## config.mk

```make
export PLATFORM = sky130hd
export DESIGN_NAME = priority_index_fifo
export DESIGN_NICKNAME = d
export VERILOG_FILES = /design/src/rtl/priority_index_fifo.sv
export SDC_FILE = /design/constraint.sdc
export NUM_CORES = 1
export LEC_CHECK = 0
export ABC_AREA = 1
export CORE_MARGIN = 5
export CORE_UTILIZATION = 40
export CTS_BUF_LIST = sky130_fd_sc_hd__clkbuf_4
export CTS_CLUSTER_DIAMETER = 100
export DETAILED_ROUTE_END_ITERATION = 8
export SYNTH_ARGS = -nofsm -noshare
export SYNTH_HDL_FRONTEND = slang
export SYNTH_SLANG_ARGS = --single-unit
```

## constraint.sdc

```tcl
create_clock -name clk_i -period 2.9 [get_ports clk_i]
set_input_delay 0.29 -clock clk_i [delete_from_list [all_inputs] [get_ports clk_i]]
set_output_delay 0.29 -clock clk_i [all_outputs]
set_load 0.02 [all_outputs]
```

## src/rtl/priority_index_fifo.sv

```systemverilog
// priority_index_fifo
//
// Converts the one-hot highest/lowest set-bit vectors from an upstream
// priority encoder into binary indices and the span between them.
// Each result is queued in a small first-word-fall-through FIFO.
// Upstream is never back-pressured: an input that arrives while the FIFO is
// full (with no pop on the same edge) is dropped, and a sticky overflow
// flag is raised.
//
// Ports
//   clk_i        : clock, all state changes on the rising edge
//   arst_i       : asynchronous active-high reset
//   data_left_i  : one-hot (or zero) highest-set-bit vector
//   data_right_i : one-hot (or zero) lowest-set-bit vector
//   data_val_i   : input valid (no backpressure)
//   idx_left_o   : head entry left index (0 when valid_o=0)
//   idx_right_o  : head entry right index (0 when valid_o=0)
//   span_o       : head entry idx_left - idx_right, modulo 2^IDX_W
//   zero_o       : head entry came from an all-zero data_left_i
//   valid_o      : head entry present
//   ready_i      : downstream accepts the head entry when valid_o & ready_i
//   count_o      : current occupancy, 0..DEPTH
//   overflow_o   : sticky, an input was dropped because the FIFO was full
module priority_index_fifo #(
  parameter int  WIDTH = 16,
  parameter int  DEPTH = 4,
  localparam int IDX_W = $clog2(WIDTH),
  localparam int CNT_W = $clog2(DEPTH) + 1
) (
  input  logic             clk_i,
  input  logic             arst_i,
  input  logic [WIDTH-1:0] data_left_i,
  input  logic [WIDTH-1:0] data_right_i,
  input  logic             data_val_i,
  output logic [IDX_W-1:0] idx_left_o,
  output logic [IDX_W-1:0] idx_right_o,
  output logic [IDX_W-1:0] span_o,
  output logic             zero_o,
  output logic             valid_o,
  input  logic             ready_i,
  output logic [CNT_W-1:0] count_o,
  output logic             overflow_o
);

  localparam int              PTR_W    = $clog2(DEPTH);
  localparam int              ENTRY_W  = 3 * IDX_W + 1;
  localparam logic [CNT_W-1:0] FULL_CNT = CNT_W'(DEPTH);

  // Per-bit position contributions; the OR of all of them is the index.
  // Exact for one-hot input, 0 for all-zero input.
  logic [IDX_W-1:0] left_pos  [WIDTH];
  logic [IDX_W-1:0] right_pos [WIDTH];

  generate
    for (genvar gi = 0; gi < WIDTH; gi++) begin : g_pos
      assign left_pos[gi]  = data_left_i[gi]  ? IDX_W'(gi) : '0;
      assign right_pos[gi] = data_right_i[gi] ? IDX_W'(gi) : '0;
    end
  endgenerate

  logic [IDX_W-1:0] left_idx;
  logic [IDX_W-1:0] right_idx;

  always_comb begin
    left_idx  = '0;
    right_idx = '0;
    for (int i = 0; i < WIDTH; i++) begin
      left_idx  = left_idx  | left_pos[i];
      right_idx = right_idx | right_pos[i];
    end
  end

  // An all-zero left vector marks the entry as "zero"; its indices and span
  // are stored as 0 regardless of what the right vector holds.
  logic             in_zero;
  logic [ENTRY_W-1:0] entry_in;

  always_comb begin
    in_zero  = (data_left_i == '0);
    entry_in = '0;
    if (in_zero) begin
      entry_in = {1'b1, {(3 * IDX_W){1'b0}}};
    end else begin
      entry_in = {1'b0, IDX_W'(left_idx - right_idx), right_idx, left_idx};
    end
  end

  // Storage is left unreset; it is never visible while the FIFO is empty.
  logic [ENTRY_W-1:0] mem [DEPTH];

  logic [PTR_W-1:0] wr_ptr_reg, wr_ptr_next;
  logic [PTR_W-1:0] rd_ptr_reg, rd_ptr_next;
  logic [CNT_W-1:0] count_reg, count_next;
  logic             overflow_reg, overflow_next;

  logic full;
  logic pop;
  logic push;

  always_comb begin
    full          = (count_reg == FULL_CNT);
    pop           = (count_reg != '0) && ready_i;
    // A pop on the same edge frees a slot, so a full FIFO still accepts.
    push          = data_val_i && (!full || pop);
    wr_ptr_next   = push ? wr_ptr_reg + 1'b1 : wr_ptr_reg;
    rd_ptr_next   = pop  ? rd_ptr_reg + 1'b1 : rd_ptr_reg;
    count_next    = count_reg;
    case ({push, pop})
      2'b10:   count_next = count_reg + 1'b1;
      2'b01:   count_next = count_reg - 1'b1;
      default: count_next = count_reg;
    endcase
    overflow_next = overflow_reg || (data_val_i && !push);
  end

  always_ff @(posedge clk_i or posedge arst_i) begin
    if (arst_i) begin
      wr_ptr_reg   <= '0;
      rd_ptr_reg   <= '0;
      count_reg    <= '0;
      overflow_reg <= 1'b0;
    end else begin
      wr_ptr_reg   <= wr_ptr_next;
      rd_ptr_reg   <= rd_ptr_next;
      count_reg    <= count_next;
      overflow_reg <= overflow_next;
    end
  end

  always_ff @(posedge clk_i) begin
    if (push) begin
      mem[wr_ptr_reg] <= entry_in;
    end
  end

  // Head entry is read combinationally for fall-through and masked to 0
  // whenever the FIFO is empty.
  logic [ENTRY_W-1:0] head;

  always_comb begin
    head        = valid_o ? mem[rd_ptr_reg] : '0;
    idx_left_o  = head[IDX_W-1:0];
    idx_right_o = head[2*IDX_W-1:IDX_W];
    span_o      = head[3*IDX_W-1:2*IDX_W];
    zero_o      = head[ENTRY_W-1];
  end

  assign valid_o    = (count_reg != '0);
  assign count_o    = count_reg;
  assign overflow_o = overflow_reg;

endmodule

```

==> results.cfg <==
[run_status]
outcome = finished clean

[pwr]
finalPower_uw = 3300
ir_drop_uv = 298
p_leak_uw = 0.00135
power.density_nw_per_um2 = 911

[yosys]
syn_nets = 328
ys_seq_elements = 60
netlist_area_um2 = 2870
yosysUniqueCellTypes = 28
seq_area_frac_synth = 0.614
postSynthCellCount = 282
yosysWarnings = 0
syn_area_per_cell_um2 = 10.2

[clock_network]
clockBufferDepth = 2
post_cts_resized = 0
postCtsSetupRepairBufs = 0
cts_tree = yes
cts-htree-levels = 3
cts_buffers = 9
cts-root-buf = clkbuf_4
cts_hold_buf = 0
path_clk_slew_ns = 0.10
clk-insertion-delay-late_ns = 0.39
cts_sinks = 60

[global_routing]
grt_pass1_vias = 1968
grt_max_degree = 28
grt_pass1_wl_mm = 9.54
antenna_found_initial = 0
grt_use_total = 0.143
grt_overflow = 0

[sta]
max_slew_margin = 0.727
rsz0062_at_grt = no
finalCriticalPeriod_ns = 2.65
hold_viol_final = 0
fin_crit_sh = 0.914
slew_viol_final = 0
max_freq_ghz = 0.377
tns_ns = 0
fin_skew_ns = 0.0192
tightest_slew_ns = 0.407
setup_viol = 0

[critical_path]
worstSetupPathType = reg2out
worstPathArrival_ns = 2.36
required_ns = 2.61
reg2reg_to = count_o[2]
slowest_delay_ns = 0.63
cp_cell_sequence = buf_4, nor2_1, nor2_1, o21ai_0, a21oi_1, clkdlybuf4s50_1
reg2reg_slack_ns = 0.88
critPathLaunchType = flip-flop
crit_path_max_fanout = 22
r2r_start = count_o[0]
cpMaxStageDelayCell = clkdlybuf4s50_1
r2r_cells = 10
cpMostUsedCell = nor2_1
critPathCaptureType = output port

[cells_and_area]
final_nets = 389
final_common_cell = nor2_1
final_cell_mix = nor2_1, clkdlybuf4s50_1, edfxtp_1
drive_gt1_frac = 0.0891
multi_input_area_um2 = 935
final_cells = 444
largest_register_ffs = 52
fill_cells = 614
diodes = 0
largest-register = mem
synthToLayoutAreaGrowth_pct = 26.4
regArea_um2 = 1760

[die]
initial_core_util = 0.417
core_um2 = 6870
die_height_um = 94.7
die_x_um = 94.7
dieArea_um2 = 8960
boundaryPins = 54
num_rows = 30

[detailed_routing]
vias_per_cell = 4.69
detail_route.iter0.violations = 159
wirelength_mm = 5.82
vias = 2084
wire_per_inst_um = 13.1
postRouteAntennaNets = 0
firstDrtPassIters = 4
drc = 0

[flow_run]
drv_cap = 0

[place]
place_inst = 428
hpwl_mm = 4.08
gp_congestion = 0.726
io_buffers = 52

[worst_hold_path]
hold_path.class = in2async
metrics by stage:
step	cell area, um2	hold WS, ns	utilization	setup slack, ns
after detailed placement	3490	0.475	0.508	0.470
after floorplan	2870	0.106	-	0.863
final	3630	0.124	0.528	0.248
after global routing	3630	0.136	0.528	0.0718
after global placement	3490	0.461	0.508	0.505
after CTS	3630	0.118	0.528	0.209
synth_stat cells (all sizes together):
| cell | count | area share |
|---|---|---|
| nor2 | 89 | 0.12 |
| edfxtp | 52 | 0.54 |
| inv | 28 | 0.038 |
| o21ai | 28 | 0.049 |
| nand2 | 19 | 0.026 |
| a21oi | 17 | 0.030 |
| nand3 | 9 | 0.016 |
| buf | 8 | 0.022 |
| dfrtp | 8 | 0.070 |
| ha | 8 | 0.035 |
| xor2 | 4 | 0.012 |
| nor4 | 3 | 0.0087 |
| fa | 2 | 0.014 |
| nor3 | 2 | 0.0052 |
| a31oi | 1 | 0.0022 |
| o21a | 1 | 0.0026 |
| o21bai | 1 | 0.0026 |
| or2 | 1 | 0.0022 |
| xnor2 | 1 | 0.0031 |
cells by family (layout without fill, tap and decap cells):
family | count (synthesis) | in the layout | share of synthesized area
AOI/OAI and AO/OA | 48 | 48 | 0.0860
xor gates and xnor gates | 5 | 5 | 0.0153
adders and majority gates | 10 | 10 | 0.0489
buffers and inverters | 36 | 102 | 0.0598
and+or+nand+nor | 123 | 123 | 0.176
DFF | 60 | 60 | 0.614
layout make-up:
class | instances | share of cell area
Sequential cell | 60 | 0.486
Clock buffer | 13 | 0.0269
Tap cell | 96 | 0.0331
Inverter | 28 | 0.0297
Clock inverter | 3 | 0.0107
Timing Repair Buffer | 58 | 0.156
Multi-Input combinational cell | 186 | 0.258
power by group:
group,internal (uW),switching (uW),leakage [uW]
combinational,638,902,0.000748
clock,299,271,0.0000794
sequential,1110,78.9,0.000525
routing by layer:
layer / share of wire / vias up / GRT usage
met3: 0.053 / 8 / 0.0430
li1: - / 1071 / -
met1: 0.48 / 952 / 0.187
met2: 0.45 / 53 / 0.220
met4: 0.017 / 0 / 0.0613
met5: 0 / - / 0
worst max-delay path: cells and delay by family, from the launching register on:
kind / cells / cell delay, ns
AO/OA/AOI/OAI: 2 / 0.30
buffers and inverters: 2 / 0.96
flip-flops: 1 / 0.53
AND/OR/NAND/NOR: 2 / 0.17
worst max-delay path by stage:
stage | from | end | cells after the start
2_1_floorplan | count_o[0] | count_o[2] | 10
3_3_place_gp | data_left_i[15] | mem[1][9] | 7
3_5_place_dp | data_left_i[15] | mem[3][9] | 7
4_1_cts | rd_ptr_reg[0] | zero_o | 6
5_1_grt | rd_ptr_reg[0] | idx_left_o[3] | 6
6_report | rd_ptr_reg[0] | zero_o | 6
Power figures use the tool's default switching activity.
